$ cat config.mk
export PLATFORM = sky130hd
export DESIGN_NAME = instr_encoder
export DESIGN_NICKNAME = d
export VERILOG_FILES = /design/src/rtl/instr_encoder_pkg.sv /design/src/rtl/instr_encoder_sync_fifo.sv /design/src/rtl/instr_encoder.sv
export SDC_FILE = /design/constraint.sdc
export NUM_CORES = 1
export LEC_CHECK = 0
export BUFFER_PORTS_ARGS = -buffer_cell sky130_fd_sc_hd__buf_2
export CAP_MARGIN = 20
export CORE_MARGIN = 5
export CORE_UTILIZATION = 60
export CTS_CLUSTER_SIZE = 28
export DETAILED_ROUTE_END_ITERATION = 8
export PLACE_DENSITY = 0.85
export RECOVER_POWER = 25
export SYNTH_ARGS = -nofsm -noshare
export SYNTH_HDL_FRONTEND = slang
export SYNTH_SLANG_ARGS = --single-unit
$ cat constraint.sdc
create_clock -name clk -period 5.28 [get_ports clk]
set_clock_uncertainty 0.2 [all_clocks]
set_input_delay 0 -clock clk [delete_from_list [all_inputs] [get_ports clk]]
set_output_delay 0 -clock clk [all_outputs]
set_load 0.02 [all_outputs]
$ cat src/rtl/instr_encoder_pkg.sv
// Shared MIPS R-type encoding constants and the request-to-word encoder.
package instr_encoder_pkg;

    // R-type opcode and funct values, shared with the funct decoder.
    localparam logic [5:0] R_OP       = 6'b000000;
    localparam logic [5:0] FUNCT_ADDU = 6'b100001;
    localparam logic [5:0] FUNCT_SUBU = 6'b100011;
    localparam logic [5:0] FUNCT_JR   = 6'b001000;

    // Instruction memory is byte addressed; one word per step.
    localparam logic [31:0] WORD_STEP = 32'd4;

    // Symbolic request operation codes.
    typedef enum logic [1:0] {
        OP_ADDU    = 2'd0,
        OP_SUBU    = 2'd1,
        OP_JR      = 2'd2,
        OP_ILLEGAL = 2'd3
    } req_op_e;

    // Build the final 32-bit word; jr drops rt/rd entirely.
    function automatic logic [31:0] encode_instr(
        input req_op_e    op,
        input logic [4:0] rs,
        input logic [4:0] rt,
        input logic [4:0] rd
    );
        logic [31:0] word;
        word = '0;
        case (op)
            OP_ADDU: word = {R_OP, rs, rt, rd, 5'b00000, FUNCT_ADDU};
            OP_SUBU: word = {R_OP, rs, rt, rd, 5'b00000, FUNCT_SUBU};
            OP_JR:   word = {R_OP, rs, 15'b0, FUNCT_JR};
            default: word = '0;
        endcase
        return word;
    endfunction

endpackage

$ cat src/rtl/instr_encoder_sync_fifo.sv
// Synchronous FIFO with occupancy-based full/empty and free-running pointers.
module sync_fifo #(
    parameter int WIDTH = 32,
    parameter int DEPTH = 4
) (
    input  logic                     clk,
    input  logic                     reset,
    input  logic                     clear,
    input  logic                     push,
    input  logic                     pop,
    input  logic [WIDTH-1:0]         wdata,
    output logic [WIDTH-1:0]         rdata,
    output logic                     full,
    output logic                     empty,
    output logic [$clog2(DEPTH):0]   fill
);

    localparam int AW = $clog2(DEPTH);

    logic [WIDTH-1:0] mem [DEPTH];
    logic [AW-1:0]    wr_ptr_q, wr_ptr_d;
    logic [AW-1:0]    rd_ptr_q, rd_ptr_d;
    logic [AW:0]      fill_q, fill_d;
    logic             push_ok;
    logic             pop_ok;

    assign full  = (fill_q == (AW+1)'(DEPTH));
    assign empty = (fill_q == '0);
    assign fill  = fill_q;
    assign rdata = mem[rd_ptr_q];

    // Next-state for pointers and occupancy; clear wins over push and pop.
    always_comb begin
        // NOTE: every variable gets a default first so no path can infer a latch.
        push_ok  = push && !full;
        pop_ok   = pop && !empty;
        wr_ptr_d = wr_ptr_q;
        rd_ptr_d = rd_ptr_q;
        fill_d   = fill_q;
        if (clear) begin
            wr_ptr_d = '0;
            rd_ptr_d = '0;
            fill_d   = '0;
        end else begin
            if (push_ok) wr_ptr_d = wr_ptr_q + AW'(1);
            if (pop_ok)  rd_ptr_d = rd_ptr_q + AW'(1);
            case ({push_ok, pop_ok})
                2'b10:   fill_d = fill_q + (AW+1)'(1);
                2'b01:   fill_d = fill_q - (AW+1)'(1);
                default: fill_d = fill_q;
            endcase
        end
    end

    // Pointer and occupancy state.
    always_ff @(posedge clk or negedge reset) begin
        // NOTE: sequential state uses non-blocking assignments only.
        if (!reset) begin
            wr_ptr_q <= '0;
            rd_ptr_q <= '0;
            fill_q   <= '0;
        end else begin
            wr_ptr_q <= wr_ptr_d;
            rd_ptr_q <= rd_ptr_d;
            fill_q   <= fill_d;
        end
    end

    // Storage write at the tail.
    always_ff @(posedge clk) begin
        // NOTE: storage is not reset; fill gates every read so stale data is never visible.
        if (push_ok && !clear) mem[wr_ptr_q] <= wdata;
    end

endmodule

$ cat src/rtl/instr_encoder.sv
// Encodes addu/subu/jr requests into R-type words and streams them to IM.
module instr_encoder
    import instr_encoder_pkg::*;
#(
    parameter int          DEPTH     = 4,
    parameter logic [31:0] BASE_ADDR = 32'h0000_3000
) (
    input  logic                        clk,
    input  logic                        reset,
    input  logic                        clear,
    input  logic                        req_valid,
    output logic                        req_ready,
    input  logic [1:0]                  req_op,
    input  logic [4:0]                  req_rs,
    input  logic [4:0]                  req_rt,
    input  logic [4:0]                  req_rd,
    output logic                        im_valid,
    input  logic                        im_ready,
    output logic [31:0]                 im_addr,
    output logic [31:0]                 im_data,
    output logic [$clog2(DEPTH):0]      fill,
    output logic [7:0]                  err_cnt
);

    logic        fifo_full;
    logic        fifo_empty;
    logic        fifo_push;
    logic        fifo_pop;
    logic        req_accept;
    logic        op_illegal;
    logic [31:0] enc_word;
    logic [31:0] addr_q, addr_d;
    logic [7:0]  err_cnt_q, err_cnt_d;

    // Handshakes and encoding; req_ready never looks at im_ready.
    always_comb begin
        req_ready  = !fifo_full && !clear;
        req_accept = req_valid && req_ready;
        op_illegal = (req_op_e'(req_op) == OP_ILLEGAL);
        fifo_push  = req_accept && !op_illegal;
        fifo_pop   = !fifo_empty && im_ready && !clear;
        enc_word   = encode_instr(req_op_e'(req_op), req_rs, req_rt, req_rd);
    end

    // Address counter and saturating illegal-request counter next state.
    always_comb begin
        addr_d    = addr_q;
        err_cnt_d = err_cnt_q;
        if (clear) begin
            addr_d    = BASE_ADDR;
            err_cnt_d = '0;
        end else begin
            if (fifo_pop) addr_d = addr_q + WORD_STEP;
            if (req_accept && op_illegal && (err_cnt_q != 8'hFF))
                err_cnt_d = err_cnt_q + 8'd1;
        end
    end

    // Counter state.
    always_ff @(posedge clk or negedge reset) begin
        if (!reset) begin
            addr_q    <= BASE_ADDR;
            err_cnt_q <= '0;
        end else begin
            addr_q    <= addr_d;
            err_cnt_q <= err_cnt_d;
        end
    end

    sync_fifo #(
        .WIDTH (32),
        .DEPTH (DEPTH)
    ) u_fifo (
        .clk   (clk),
        .reset (reset),
        .clear (clear),
        .push  (fifo_push),
        .pop   (fifo_pop),
        .wdata (enc_word),
        .rdata (im_data),
        .full  (fifo_full),
        .empty (fifo_empty),
        .fill  (fill)
    );

    assign im_valid = !fifo_empty;
    assign im_addr  = addr_q;
    assign err_cnt  = err_cnt_q;

endmodule

After elaboration in Yosys (flattened, before gate mapping)
Memories as Yosys holds them, arrays and structs flattened.
Cells that the tools add are included.
W data, S select, Z words.
{"block": "word_totals", "mem_count": 1, "mem_bits_rw": 104, "romBits": 0, "ff_bits": 47, "wordCells": 53, "output_inout_bits": 77, "latchBits": 0}
{"memory": "u_fifo.mem", "depth": 4, "word_bits": 26, "rd": 1, "rd_ports_with_merged_regs": 0, "wr": 1, "line": "instr_encoder_sync_fifo.sv:20", "text": "logic [WIDTH-1:0] mem [DEPTH];"}
{"block": "op_classes", "multipliers": 0, "n_bitwise": 0, "add_sub_neg": 6, "eq_ne": 7, "n_reduce_logical": 21, "n_div": 0, "shift": 0, "muxes": 13, "n_lt_le_gt_ge": 0}
{"operator": "$pmux W26 S3", "count": 1}
{"operator": "$mux W32", "count": 2}
{"operator": "$add A32 B3 Y32 const B", "count": 1}
{"operator": "$mux W8", "count": 2}
{"operator": "$logic_and A1 B1 Y1", "count": 10}
{"operator": "$add A8 B1 Y8 const B", "count": 1}
{"operator": "$mux W2", "count": 4}
{"operator": "$ne A8 B8 Y1 const B", "count": 1}
{"operator": "$reduce_bool A2 Y1", "count": 4}
{"operator": "$eq A2 B2 Y1 const B", "count": 3}
{"operator": "$pmux W3 S2", "count": 1}
{"operator": "$add A2 B1 Y2 const B", "count": 2}
{"operator": "$eq A2 B1 Y1 const B", "count": 2}
{"operator": "$logic_not A1 Y1", "count": 4}
{"operator": "$add A3 B1 Y3 const B", "count": 1}
{"operator": "$eq A3 B3 Y1 const B", "count": 1}
{"operator": "$logic_not A3 Y1", "count": 1}
{"operator": "$mux W3", "count": 1}
{"operator": "$reduce_bool A3 Y1", "count": 1}
{"operator": "$sub A3 B1 Y3 const B", "count": 1}
{"operator": "$logic_not A2 Y1", "count": 1}
{"operator": "$mux W1", "count": 2}

Depth between registers and ports, before layout
{"block": "depth", "depth_word": 9, "mapped_depth": 7, "mapped_depth_nobuf": 6}

By module
Synthesis repeated with hierarchy kept, for this count alone.
{"block": "hier_totals", "cells_unflattened": 469, "area_unflattened_um2": 7337.0}
{"mod": "sync_fifo", "n_inst": 1, "seq_area_each_um2": 4018.9, "cells_each": 232, "area_each_um2": 5170.0}
{"mod": "instr_encoder", "n_inst": 1, "seq_area_each_um2": 953.4, "cells_each": 237, "area_each_um2": 2167.1}

Worst setup path before layout
No wires, ideal clock.
{"block": "synth_path", "path_kind": "reg-to-reg", "startpoint": "reg u_fifo.fill_q[0] (netlist: u_fifo.fill[0])", "endpoint": "reg u_fifo.fill_q[2] (netlist: u_fifo.fill[2])", "t_required_ps": 4955, "path_slack_ps": 2764, "arrival_ps": 2191, "stages_incl_launch_ff": 7, "cell_sequence": "dfrtp_1 -> nor3b_1 -> nor3_1 -> nor3_1 -> fa_1 -> mux2i_1 -> mux2_2"}
{"block": "synth_via", "elab_chain_cells": 9, "elab_cells_between_ends": 18, "classes_between": "2 x add/sub; 3 x eq/ne; 2 x mux; 11 x reduce/logical"}
{"element": "from (decl)", "line": "instr_encoder_sync_fifo.sv:23", "text": "logic [AW:0] fill_q, fill_d;"}
{"element": "from (signal assigned)", "line": "instr_encoder_sync_fifo.sv:65", "text": "fill_q <= fill_d;"}
{"element": "$eq A3 B3 Y1", "line": "instr_encoder_sync_fifo.sv:27", "text": "assign full = (fill_q == (AW+1)'(DEPTH));"}
{"element": "$logic_not A1 Y1", "line": "instr_encoder_sync_fifo.sv:35, instr_encoder.sv:37"}
{"element": "$logic_and A1 B1 Y1", "line": "instr_encoder.sv:37", "text": "req_ready = !fifo_full && !clear;"}
{"element": "$logic_and A1 B1 Y1", "line": "instr_encoder.sv:38", "text": "req_accept = req_valid && req_ready;"}
{"element": "$logic_and A1 B1 Y1", "line": "instr_encoder.sv:40", "text": "fifo_push = req_accept && !op_illegal;"}
{"element": "$logic_and A1 B1 Y1", "line": "instr_encoder_sync_fifo.sv:35", "text": "push_ok = push && !full;"}
{"element": "$eq A2 B1 Y1 or $eq A2 B2 Y1 (tied branches)", "line": "instr_encoder_sync_fifo.sv:47", "text": "case ({push_ok, pop_ok})"}
{"element": "$pmux W3 S2", "line": "instr_encoder_sync_fifo.sv:47"}
{"element": "$mux W3", "line": "instr_encoder_sync_fifo.sv:40", "text": "if (clear) begin"}
Parallel ways exist; a longest one is shown, timed or not.
A chain may end at the register's enable or synchronous reset.

==> impl_metrics.py <==
metrics = {
    "global_routing": {
        "grt_max_degree": 56,
        "grt_pass1_vias": 3752,
        "grt_pass1_wl_mm": 19.2,
        "antenna_found_initial": 0,
        "overflow": 0,
        "grt_use_total": 0.224,
    },
    "finish": {
        "final_cell_mix": "buf_2 (81), edfxtp_1 (72), dfrtp_1 (43), nor2_1 (24), dlygate4sd3_1 (24)",
        "fill_cells": 531,
        "layout_commonest_cell": "buf_2",
        "stdcell_area_um2": 6590,
        "regArea_um2": 3290,
        "fin_cells": 623,
        "area_delta_synth_final_pct": 23.6,
        "diodes": 0,
        "drive_gt1_frac": 0.287,
        "fin_nets": 531,
        "multiInputGateArea_um2": 1870,
    },
    "critical_path": {
        "path_cells": "dlygate4sd3_1 -> dlygate4sd3_1 -> clkbuf_1 -> clkbuf_1",
        "endpoint_kind": "asynchronous set/reset pin",
        "r2r_cells": 3,
        "crit_path_top_delay_cell": "clkbuf_1",
        "worstReg2RegStart": "u_fifo.fill[2]$_DFFE_PN0P_",
        "cp-start-kind": "input port",
        "critPathMaxStageDelay_ps": 1340,
        "required_ps": 5360,
        "cp_max_fo": 33,
        "arrival_ps": 2960,
        "crit_type": "in -> async",
        "startpoint": "reset",
    },
    "logic_synthesis": {
        "synthFlopType": "edfxtp_1",
        "synth_cell_types": 41,
        "yosys_warnings": 0,
        "syn_area_um2": 5330,
        "synthesis.instances": 394,
        "async_flop_share": 0.385,
        "synth_seq_cells": 117,
        "seq_area_frac_synth": 0.617,
        "syn_avg_cell_area_um2": 13.5,
        "synth_edf_count": 72,
    },
    "routing": {
        "vias_per_cell": 5.84,
        "dr.first_iter.drc_count": 202,
        "num_vias": 3637,
        "drcViolationCount": 0,
        "totalWireLength_mm": 11.7,
        "wire_per_inst_um": 18.8,
        "drt-pass1-iter-count": 4,
        "ant_nets": 0,
    },
    "hold_path": {
        "whs_path_depth": 3,
        "hp-start": "req_rs[2]",
        "hold_path_class": "in -> reg",
    },
    "place": {
        "place_inst": 566,
        "dp_hpwl_mm": 7.00,
        "io_buffer_count": 83,
        "gp_congestion": 0.783,
        "place_area_um2": 5750,
    },
    "flow_run": {
        "drv_cap": 1,
    },
    "power": {
        "leakagePower_nw": 2.60,
        "p_per_area_nw_per_um2": 390,
        "total_power_mw": 2.57,
        "peakVddDrop_uv": 289,
    },
    "clock_tree": {
        "cts_max_level": 4,
        "cts.clk_slew.worst_paths_ps": 60,
        "post_cts.repair.setup_buffers": 0,
        "clockRootBuffer": "clkbuf_8",
        "cts_resized": 0,
        "clk_latency_ps": 510,
        "numCtsBuffers": 17,
        "cts.sinks": 117,
        "tritoncts": "built",
        "clock_path_buffers": 2,
    },
    "floorplan": {
        "core_area_um2": 8680,
        "die-area_um2": 10900,
        "initial_core_util": 0.615,
        "die_h_um": 104,
        "io_pins": 99,
        "die_w_um": 104,
        "rows": 34,
    },
    "sta": {
        "tns_ps": 0,
        "hold_viol": 0,
        "rsz0062_at_grt": "false",
        "min_period_ps": 2880,
        "holdWs_ps": 215,
        "fmax_ghz": 0.347,
        "finalSetupViolCount": 0,
        "tightest_slew_ps": 1770,
        "final.period_utilization": 0.546,
        "slew_headroom": -0.180,
        "slew_viol_final": 34,
    },
    "run_status": {
        "violations": "max-capacitance violations, max-slew violations",
        "status": "complete, but fails checks",
    },
}
## repair_timing
action,4_1_cts,5_1_grt
hold endpoints to repair,152,10
hold buffers,23,1
endpoints found under the setup margin,0,0
## registers in the layout, summed over array words and instances (netlist names)
| register | flops |
|---|---|
| u_fifo.rd_ptr_q | 2 |
| u_fifo.mem | 72 |
| err_cnt | 8 |
| u_fifo.fill | 3 |
| u_fifo.wr_ptr_q | 2 |
| im_addr | 30 |
## cell type report
class                      count  area share
clock buffer                  17      0.0628
clock inverter                15      0.0273
inverter                       9     0.00513
multi-input combinational    248       0.284
sequential                   117       0.499
tap                          108      0.0205
timing repair buffer         109       0.101
## power breakdown
| group | switching [mW] | leakage, nW | total, mW | internal [mW] |
|---|---|---|---|---|
| Sequential | 0.0335 | 1.28 | 1.04 | 1.01 |
| Clock | 0.420 | 0.274 | 1.14 | 0.720 |
| Combinational | 0.226 | 1.04 | 0.389 | 0.163 |
## metrics by stage
step                      utilization  setup WS (ps)
final                           0.759           2400
after global routing            0.759           1960
after floorplan                     -           2760
after detailed placement        0.663           2550
after global placement          0.663           2660
after CTS                       0.758           2550
## synthesized netlist by cell type, types with 3 or more instances
master | n | area, µm²
edfxtp_1 | 72 | 2160
dfrtp_1 | 43 | 1080
nor2_1 | 24 | 90.1
mux4_2 | 18 | 405
nor2b_1 | 18 | 113
a21oi_1 | 17 | 85.1
buf_4 | 16 | 120
nand3_1 | 15 | 75.1
nand2_1 | 14 | 52.6
clkbuf_1 | 13 | 48.8
and2_1 | 10 | 62.6
o21ai_0 | 10 | 50.1
inv_1 | 9 | 33.8
or3_1 | 9 | 56.3
or4_1 | 9 | 67.6
mux2_2 | 8 | 90.1
o31ai_1 | 8 | 60.1
xnor2_1 | 8 | 70.1
nand4_1 | 7 | 43.8
nor3_1 | 7 | 35.0
nor4_1 | 7 | 43.8
ha_1 | 6 | 75.1
o41ai_1 | 6 | 52.6
o311ai_0 | 5 | 43.8
and4_1 | 4 | 35.0
or2_2 | 4 | 25.0
xor2_1 | 4 | 35.0
buf_1 | 3 | 11.3
## worst max-delay path, delay by kind of cell
kind	cells	cell delay, ps
buf+inv	4	2940
## cell families (layout without fill, tap and decap cells)
group / Yosys count / after routing / synth area share
mux: 28 / 28 / 0.0966
other cells: 1 / 15 / 0.000703
xor+xnor: 12 / 12 / 0.0197
buf+inv: 43 / 150 / 0.0420
simple gates: 137 / 137 / 0.147
compound gates: 49 / 49 / 0.0596
fa+ha+maj: 7 / 7 / 0.0178
flops: 117 / 117 / 0.617
## path summary, 6_finish.rpt
| check | endpoint | slack, ps |
|---|---|---|
| hold / removal | u_fifo.mem[3][23]$_DFFE_PP_ | 220 |
| hold reg to reg | im_addr[13]$_DFFE_PN1N_ | 350 |
| max in group clk | u_fifo.mem[3][21]$_DFFE_PP_ | 2510 |
| min in group asynchronous | im_addr[17]$_DFFE_PN0N_ | 400 |
| setup reg to reg | u_fifo.mem[3][21]$_DFFE_PP_ | 2550 |
| setup / recovery | im_addr[9]$_DFFE_PN0N_ | 2400 |
## metal layers
metal  track usage  vias to the layer above  routed length, µm  share of wire
li1              -                     1690                  -              -
met1         0.276                     1796               4630           0.40
met2         0.380                      133               6250           0.53
met3        0.0670                       18                638          0.055
met4        0.0722                        0                175          0.015
met5             0                        -                  0              0
(Power assumes the default switching activity.)
